## config.mk

```make
export PLATFORM = sky130hd
export DESIGN_NAME = fs_serial
export DESIGN_NICKNAME = d
export VERILOG_FILES = /design/src/rtl/fs_serial.sv
export SDC_FILE = /design/constraint.sdc
export NUM_CORES = 1
export LEC_CHECK = 0
export ABC_AREA = 1
export CAP_MARGIN = 0
export CORE_UTILIZATION = 39
export DETAILED_ROUTE_END_ITERATION = 16
export PLACE_DENSITY = 0.74
export SLEW_MARGIN = 25
export SYNTH_ARGS = -nofsm -noshare
export SYNTH_HDL_FRONTEND = slang
export SYNTH_SLANG_ARGS = --single-unit
```

## constraint.sdc

```tcl
create_clock -name clk -period 4.4 [get_ports clk]
set_clock_uncertainty 0.1 [all_clocks]
set_input_delay 0.88 -clock clk [delete_from_list [all_inputs] [get_ports clk]]
set_output_delay 0.88 -clock clk [all_outputs]
set_load 0.01 [all_outputs]
```

## src/rtl/fs_serial.sv

```systemverilog
// ============================================================================
// Module      : fs_serial
// Description : Digit-serial full subtractor. Computes a - b - bin over WIDTH
//               bits, DIGIT bits per clock, least-significant digit first.
//               The inter-digit borrow is held in a flop. A start/busy/done
//               handshake wraps each operation; borrow-out, signed overflow
//               and zero flags accompany the difference.
// Ports       : clk    - rising-edge clock
//               rst_n  - asynchronous active-low reset
//               start  - request, accepted only while busy==0
//               a, b   - minuend / subtrahend (sampled on accepting edge)
//               bin    - borrow-in (sampled on accepting edge)
//               busy   - high while digits are being processed
//               done   - one-cycle pulse, results valid from this cycle
//               d      - difference (a - b - bin) mod 2^WIDTH
//               bo     - borrow-out (unsigned a < b + bin)
//               ov     - two's-complement overflow of a - b - bin
//               zero   - d == 0
// Revision    : 1.0 - initial release
// ============================================================================
`default_nettype none

module fs_serial #(
    parameter int WIDTH = 16,
    parameter int DIGIT = 4
) (
    input  logic             clk,
    input  logic             rst_n,
    input  logic             start,
    input  logic [WIDTH-1:0] a,
    input  logic [WIDTH-1:0] b,
    input  logic             bin,
    output logic             busy,
    output logic             done,
    output logic [WIDTH-1:0] d,
    output logic             bo,
    output logic             ov,
    output logic             zero
);

    localparam int c_NDIG = (DIGIT > 0) ? (WIDTH / DIGIT) : 1;
    localparam int c_CW   = (c_NDIG > 1) ? $clog2(c_NDIG) : 1;

    // Elaboration-time guard against unusable parameter combinations.
    if (WIDTH < 1 || DIGIT < 1) begin : g_bad_range
        $error("fs_serial: WIDTH and DIGIT must both be >= 1");
    end else if ((WIDTH % DIGIT) != 0) begin : g_bad_divide
        $error("fs_serial: DIGIT must divide WIDTH exactly");
    end

    typedef enum logic [0:0] {
        S_IDLE = 1'b0,
        S_RUN  = 1'b1
    } state_t;

    state_t            r_state;
    state_t            w_state_next;
    logic              w_accept;
    logic              w_finish;
    logic              w_last;

    logic [WIDTH-1:0]  r_a;
    logic [WIDTH-1:0]  r_b;
    logic              r_borrow;
    logic [c_CW-1:0]   r_cnt;
    logic [WIDTH-1:0]  r_res;

    logic              r_done;
    logic [WIDTH-1:0]  r_d;
    logic              r_bo;
    logic              r_ov;
    logic              r_zero;

    logic [DIGIT:0]        w_sub;
    logic [DIGIT-1:0]      w_diff;
    logic                  w_bout;
    logic [WIDTH+DIGIT-1:0] w_cat;
    logic [WIDTH-1:0]      w_res_next;
    logic                  w_ov;

    // ------------------------------------------------------------------
    // Digit subtractor: the extra top bit of the (DIGIT+1)-bit difference
    // goes high exactly when the digit result went negative, i.e. borrow.
    // ------------------------------------------------------------------
    assign w_sub  = {1'b0, r_a[DIGIT-1:0]} - {1'b0, r_b[DIGIT-1:0]}
                  - (DIGIT+1)'(r_borrow);
    assign w_diff = w_sub[DIGIT-1:0];
    assign w_bout = w_sub[DIGIT];

    // New digit enters at the MSB end; after NDIG shifts the first digit
    // has reached bit 0. The concatenation also covers DIGIT == WIDTH.
    assign w_cat      = {w_diff, r_res};
    assign w_res_next = w_cat[WIDTH+DIGIT-1:DIGIT];

    // Borrow into the MSB is recovered from the MSB sum bit
    // (d_msb = a_msb ^ b_msb ^ borrow_in); overflow is borrow-in XOR
    // borrow-out at that bit. Only meaningful on the final digit, where
    // r_a/r_b[DIGIT-1] hold the original operand MSBs.
    assign w_ov   = r_a[DIGIT-1] ^ r_b[DIGIT-1] ^ w_diff[DIGIT-1] ^ w_bout;

    assign w_last = (r_cnt == c_CW'(c_NDIG - 1));

    // ------------------------------------------------------------------
    // FSM
    // ------------------------------------------------------------------
    always_ff @(posedge clk or negedge rst_n) begin
        if (!rst_n) begin
            r_state <= S_IDLE;
        end else begin
            r_state <= w_state_next;
        end
    end

    always_comb begin
        w_state_next = r_state;
        w_accept     = 1'b0;
        w_finish     = 1'b0;
        case (r_state)
            S_IDLE: begin
                if (start) begin
                    w_accept     = 1'b1;
                    w_state_next = S_RUN;
                end
            end
            S_RUN: begin
                if (w_last) begin
                    w_finish     = 1'b1;
                    w_state_next = S_IDLE;
                end
            end
            default: begin
                w_state_next = S_IDLE;
            end
        endcase
    end

    // ------------------------------------------------------------------
    // Datapath
    // ------------------------------------------------------------------
    always_ff @(posedge clk or negedge rst_n) begin
        if (!rst_n) begin
            r_a      <= '0;
            r_b      <= '0;
            r_borrow <= 1'b0;
            r_cnt    <= '0;
            r_res    <= '0;
        end else if (w_accept) begin
            r_a      <= a;
            r_b      <= b;
            r_borrow <= bin;
            r_cnt    <= '0;
            r_res    <= '0;
        end else if (r_state == S_RUN) begin
            r_a      <= r_a >> DIGIT;
            r_b      <= r_b >> DIGIT;
            r_borrow <= w_bout;
            r_res    <= w_res_next;
            r_cnt    <= r_cnt + c_CW'(1);
        end
    end

    // Result outputs only update on completion, so partial results are
    // never visible while busy.
    always_ff @(posedge clk or negedge rst_n) begin
        if (!rst_n) begin
            r_done <= 1'b0;
            r_d    <= '0;
            r_bo   <= 1'b0;
            r_ov   <= 1'b0;
            r_zero <= 1'b0;
        end else begin
            r_done <= w_finish;
            if (w_finish) begin
                r_d    <= w_res_next;
                r_bo   <= w_bout;
                r_ov   <= w_ov;
                r_zero <= (w_res_next == '0);
            end
        end
    end

    assign busy = (r_state == S_RUN);
    assign done = r_done;
    assign d    = r_d;
    assign bo   = r_bo;
    assign ov   = r_ov;
    assign zero = r_zero;

endmodule

`default_nettype wire

```

# == Yosys cells after proc, flatten, opt, wreduce, memory -nomap -nowiden ==
# Cells that the tools add are included.
# word_totals
in_bits,36
out_inout_bits,21
reg_bits,72
wordCells,37
# classes
add_sub_neg,3
n_eq_ne,1
muxes,16
n_reduce_logical,2
bitwise_logic,4
# op_table
op,n
$mux W16,6
$logic_not A16 Y1,1
$mux W1,7
$sub A4 B4 Y5,1
$sub A5 B1 Y5,1
$mux W2,2
$xor A1 B1 Y1,3
$add A2 B1 Y2 const B,1
$eq A2 B2 Y1 const B,1
$pmux W1 S2,1
$reduce_bool A2 Y1,1
$not A1 Y1,1

# == Longest topological paths before layout ==
# Gate-level depths: netlist of run 1.
# depth
ltp_word,4
depth_mapped,13
mapped_depth_nobuf,13

# == Worst setup path after synthesis of run 1 ==
# No wires, ideal clock.
# synth_path
kind,reg-to-reg
startpoint,reg r_a[0]
endpoint,reg r_ov (netlist: ov)
arrival_time_ns,1.813
period_less_slack_ns,2.030
setup_ns,0.117
t_required_ns,4.183
path_buffers,0
slack_ns,2.370
stages_incl_launch_ff,13
cell_sequence,dfrtp_1 > fa_1 > fa_1 > inv_1 > nand2_1 > nand2_1 > nand2_1 > nand2_1 > nand2_1 > nand2_1 > nand3_1 > nand2_1 > nand2_1
# synth_between
elab_chain_cells,4
# synth_lines
item,line,rtl
"start, declared",62,logic [WIDTH-1:0] r_a;
"start signal, assigned",154,r_a <= r_a >> DIGIT;
$sub A4 B4 Y5 *,85,"assign w_sub = {1'b0, r_a[DIGIT-1:0]} - {1'b0, r_b[DIGIT-1:0]}"
$sub A5 B1 Y5 *,86,- (DIGIT+1)'(r_borrow);
$xor A1 B1 Y1,99,assign w_ov = r_a[DIGIT-1] ^ r_b[DIGIT-1] ^ w_diff[DIGIT-1] ^ w_bout;
$xor A1 B1 Y1 *,99,
"end signal, assigned",176,r_ov <= w_ov;
"end, declared",71,logic r_ov;
# Mark *: on every way between the ends. The rest lies on a longest branch, timed or not.
# A chain may end at the register's enable or synchronous reset.

# == Final worst setup path of run 1 ==
# layout_path
startpoint,reg r_state (netlist: busy)
endpoint,out busy
# layout_rtl
item,line,rtl
"start, declared",56,state_t r_state;
"start signal, assigned",110,r_state <= w_state_next;
"end, declared",33,"output logic busy,"
# No word-level cell between the ends.

==> flow_summary.json, run 1 <==
{
  "status": "complete, no violations",
  "portBuffers": 56,
  "die_w_um": 89.7,
  "synth_cell_type_count": 27,
  "setup_tns_ps": 0,
  "use_met1_pct": 21.8,
  "crit_buf_inv": 1,
  "yosysSeqAreaShare_pct": 56.8,
  "cts_setup_buffers": 0,
  "rows": 31,
  "period_needed_ps": 2700,
  "syn2layout_area_growth_pct": 27.6,
  "drtIter0Drc": 137,
  "regToRegStartpoint": "r_a[0]",
  "slowest_stage": "dfrtp_1",
  "clock.fmax_mhz": 371,
  "ys_ff_latch": 68,
  "slew_violations": 0,
  "fillers": 660,
  "numCtsBuffers": 9,
  "initial_core_util_pct": 40.9,
  "period_share_pct": 61.3,
  "critPathArrivalTime_ps": 1720,
  "r2r-end": "ov",
  "cp-end-kind": "output port",
  "max_slew_margin_pct": 42.5,
  "whs_endpoint": "d[14]",
  "n_antenna_cell": 0,
  "yosys.area.top_type": "dfrtp_1",
  "die-area_mm2": 0.00804,
  "ioPinCount": 57,
  "grt-busiest-layer": "met2",
  "hold_start": "d[14]",
  "syn_area_mm2": 0.00300,
  "cp_max_fo": 10,
  "grt_max_degree": 40,
  "p_leak_uw": 0.00175,
  "core_mm2": 0.00733,
  "reg2reg_depth": 12,
  "dr_total_vias": 2247,
  "cts-root-buf": "clkbuf_8",
  "clk_pin_slew_ps": 70,
  "vdd_ir_drop_max_uv": 262,
  "final_layout_size_suffix_gt1_share_pct": 7.69,
  "grt_overflow": 0,
  "synth_top_area_share_pct": 56.8,
  "p_per_area_mw_per_mm2": 732,
  "ctsHoldBuffers": 0,
  "syn-num-nets": 350,
  "r2r_slack_ps": 2120,
  "holdPathStages": 2,
  "setup_viol": 0,
  "rsz0062_at_grt": "no",
  "yosys_warnings": 0,
  "use_met3_pct": 4.48,
  "post-route-drc-count": 0,
  "path_delay_family": "flip-flops",
  "die_y_um": 89.7,
  "required_ps": 3420,
  "synth.avg_cell_area_um2": 9.82,
  "design_area_mm2": 0.00382,
  "crit_chain": "clkdlybuf4s50_1",
  "postRouteAntennaNets": 0,
  "drtPass1Iterations": 4,
  "clockBufferDepth": 2,
  "antenna_found_initial": 0,
  "hold_path.class": "register to register",
  "via_per_inst": 4.85,
  "crit_type": "register to output port",
  "cts_htree_levels": 3,
  "fin_nets": 404,
  "wl_mm": 5.89,
  "grt_first_pass_wirelength_mm": 10.1,
  "wire_per_inst_um": 12.7,
  "placed_area_mm2": 0.00357,
  "synth.area.top_cells": "dfrtp_1 57%, nand2_1 10%, inv_1 5.5%, o221ai_1 4.4%, ha_1 2.9%",
  "drv_cap": 0,
  "cp-start-kind": "register",
  "clk_latency_ps": 340,
  "multi_input_area_um2": 1000,
  "first_global_vias": 2269,
  "cp.depth": 1,
  "cts_tree": "yes",
  "post_cts_resized": 0,
  "hold_viol": 0,
  "met2_usage_pct": 26.9,
  "syn_inst": 305,
  "clock_sinks": 68,
  "routabilityCongestion": 0.745,
  "cpPeakStageDelay_ps": 730,
  "seqCellArea_mm2": 0.00170,
  "worstMarginPinSlew_ps": 862,
  "grt_usage_pct": 16.7,
  "hpwl_mm": 4.15
}
sequential cells by signal, indices dropped and copies added (netlist names):
register,count
r_res,12
bo,1
busy,1
ov,1
zero,1
r_cnt,2
done,1
r_a,16
r_b,16
r_borrow,1
d,16
Yosys cell counts, drive strengths merged:
| cell type | instances |
|---|---|
| nand2 | 85 |
| dfrtp | 68 |
| inv | 48 |
| o21ai | 24 |
| o221ai | 15 |
| buf | 14 |
| o22ai | 10 |
| o211ai | 9 |
| nor2 | 8 |
| ha | 7 |
| nand3 | 6 |
| a22o | 3 |
| fa | 2 |
| nand4 | 2 |
| nor4 | 2 |
| nand3b | 1 |
| xnor2 | 1 |
metal layers:
layer | up-vias | wire length, um
met4 | 0 | 70
met2 | 68 | 2740
met3 | 8 | 280
met5 | - | 0
li1 | 1110 | -
met1 | 1061 | 2800
through the flow:
stage | total power [uW] | std cells | setup slack (ps) | utilization [%] | hold slack, ps
floorplan | 1810 | 305 | 2370 | - | 353
global placement | 2130 | 447 | 1880 | 48.7 | 364
detailed placement | 2190 | 447 | 1820 | 48.7 | 368
CTS | 2830 | 463 | 1680 | 52.2 | 387
global route | 3040 | 463 | 1650 | 52.2 | 400
finish | 2800 | 463 | 1700 | 52.2 | 380
kinds of logic after synthesis:
kind of cell	count (synthesis)	share of synthesized area, %
AO/OA/AOI/OAI	61	14.1
XOR/XNOR	1	0.292
adder cells (fa/ha/maj)	9	4.26
buffers and inverters	62	9.85
flip-flops	68	56.8
AND/OR/NAND/NOR	104	14.7
cells in the final DEF (no fill, tap or decap), types with 7 or more instances in the layout:
cell | Yosys | layout
nand2_1 | 83 | 83
o21ai_1 | 7 | 7
o22ai_1 | 10 | 10
ha_1 | 7 | 7
o21ai_0 | 17 | 17
o221ai_1 | 15 | 15
dfrtp_1 | 68 | 68
clkbuf_8 | 0 | 11
inv_1 | 44 | 44
clkdlybuf4s50_1 | 0 | 55
how the worst max path moves through the flow:
stage	endpoint	start
final	busy	busy
after detailed placement	r_a[2]	start
after CTS	busy	busy
after global routing	busy	busy
after global placement	r_a[8]	start
after floorplan	ov	r_a[0]
final cells by class:
class / instances / area share (%)
timing repair buffer: 57 / 14.7
inverter: 48 / 4.84
multi-input combinational: 175 / 26.1
sequential: 68 / 44.5
clock buffer: 12 / 4.06
tap: 99 / 3.24
clock inverter: 4 / 2.49
power by group:
| part | internal (uW) | leakage, uW | switching (uW) |
|---|---|---|---|
| sequential | 873 | 0.000880 | 128 |
| clock | 407 | 0.000127 | 220 |
| combinational | 489 | 0.000743 | 681 |
| total | 1770 | 0.00175 | 1030 |
Note: power is estimated with default switching activity, not from simulation.
==> run 2, diff against run 1 <==
clock period = 2.52 ns   (was 4.4 ns; I/O delays follow)
==> run 2 against run 1 <==
Critical endpoint is now ov. Largest cell class unchanged. Critical path type is now register to register. Critical path depth up 11. Clock power up 58%. Combinational power up 79%. Routed wire length up 2.1%.
==> flow_summary.json, run 2 (synthesized netlist as in run 1, its figures left out) <==
{
  "post_cts_resized": 0,
  "period_share_pct": 87.7,
  "final_layout_size_suffix_gt1_share_pct": 8.72,
  "die-area_mm2": 0.00804,
  "die_w_um": 89.7,
  "rsz0062_at_grt": "no",
  "slew_violations": 0,
  "rows": 31,
  "crit_type": "register to register",
  "grt_max_degree": 35,
  "numCtsBuffers": 9,
  "clk_latency_ps": 340,
  "crit_chain": "fa_1 > fa_1 > inv_1 > nand2_1 > nand2_1 > nand2_1 > nand2_1 > nand2_1 > nand2_1 > nand3_1 > nand2_1 > nand2_1",
  "p_per_area_mw_per_mm2": 1250,
  "syn2layout_area_growth_pct": 27.9,
  "ioPinCount": 57,
  "die_y_um": 89.7,
  "n_antenna_cell": 0,
  "worstMarginPinSlew_ps": 536,
  "multi_input_area_um2": 1000,
  "clock.fmax_mhz": 452,
  "regToRegStartpoint": "r_a[0]",
  "cts_tree": "yes",
  "status": "complete, no violations",
  "wl_mm": 6.01,
  "grt_usage_pct": 17.6,
  "crit_path_frequent_cell": "nand2_1",
  "initial_core_util_pct": 40.9,
  "dr_total_vias": 2288,
  "reg2reg_depth": 12,
  "cts_htree_levels": 3,
  "hold_ws_ps": 35.5,
  "via_per_inst": 4.91,
  "ctsHoldBuffers": 0,
  "mostFrequentLayoutCell": "nand2_1",
  "seqCellArea_mm2": 0.00170,
  "wire_per_inst_um": 12.9,
  "fillers": 665,
  "cp_max_fo": 3,
  "hold_viol": 0,
  "clk_pin_slew_ps": 70,
  "r2r-end": "ov",
  "post-route-drc-count": 0,
  "setup_viol": 0,
  "period_needed_ps": 2210,
  "drtIter0Drc": 116,
  "hpwl_mm": 4.22,
  "postRouteAntennaNets": 0,
  "cpPeakStageDelay_ps": 470,
  "drv_cap": 0,
  "vdd_ir_drop_max_uv": 458,
  "clockBufferDepth": 2,
  "cts-root-buf": "clkbuf_8",
  "cp-start-kind": "register",
  "portBuffers": 56,
  "cp-end-kind": "register",
  "hold_path.class": "input port to async pin",
  "place_inst": 450,
  "instances_no_fill": 466,
  "core_mm2": 0.00733,
  "fin_nets": 407,
  "setup_tns_ps": 0,
  "max_slew_margin_pct": 64.2,
  "clock_sinks": 68,
  "cts_setup_buffers": 0,
  "slowest_stage": "fa_1",
  "final_cell_mix": "83 x nand2_1, 68 x dfrtp_1, 55 x clkdlybuf4s50_1",
  "drtPass1Iterations": 4,
  "routabilityCongestion": 0.841,
  "p_leak_uw": 0.00175,
  "grt_overflow": 0,
  "antenna_found_initial": 0,
  "total_power_uw": 4810,
  "grt_first_pass_wirelength_mm": 10.5,
  "required_ps": 2650,
  "r2r_slack_ps": 310,
  "critPathArrivalTime_ps": 2340,
  "first_global_vias": 2319
}
run 2: final cells by class:
| type | instances | area share, % |
|---|---|---|
| timing repair buffer | 60 | 15.6 |
| sequential | 68 | 44.4 |
| multi-input combinational | 175 | 26.1 |
| clock buffer | 10 | 3.59 |
| inverter | 48 | 4.83 |
| clock inverter | 6 | 2.28 |
| tap | 99 | 3.23 |
run 2: worst max path at each step:
stage,startpoint,depth (start not counted),endpoint,slack [ps]
finish,r_a[0],12,ov,310
global route,r_a[0],12,ov,170
CTS,r_a[0],12,ov,320
detailed placement,r_a[0],12,ov,340
global placement,r_a[0],12,ov,440
floorplan,r_a[0],12,ov,490
run 2: metrics by stage:
stage | cell area, um^2 | util, % | setup WS (ps)
after floorplan | 3000 | - | 490
after CTS | 3830 | 52.3 | 322
after detailed placement | 3610 | 49.2 | 339
after global placement | 3610 | 49.2 | 435
final | 3830 | 52.3 | 309
after global routing | 3830 | 52.3 | 173
run 2: power by group:
group          internal [uW]  switching (uW)
logic                    876            1220
clock network            582             408
registers               1520             196
run 2: layer usage:
layer | vias to the layer above | wire, um | track usage (%)
met2 | 70 | 2860 | 27.2
met5 | - | 0 | 0
li1 | 1119 | - | -
met1 | 1095 | 2800 | 23.0
met3 | 4 | 311 | 6.95
met4 | 0 | 37 | 4.91
run 2: worst max-delay path, delay by kind of cell, from the launching register on:
family	cells	cell delay, ps
adder cells (fa/ha/maj)	2	900
flip-flops	1	400
AND/OR/NAND/NOR	9	630
buffers and inverters	1	60
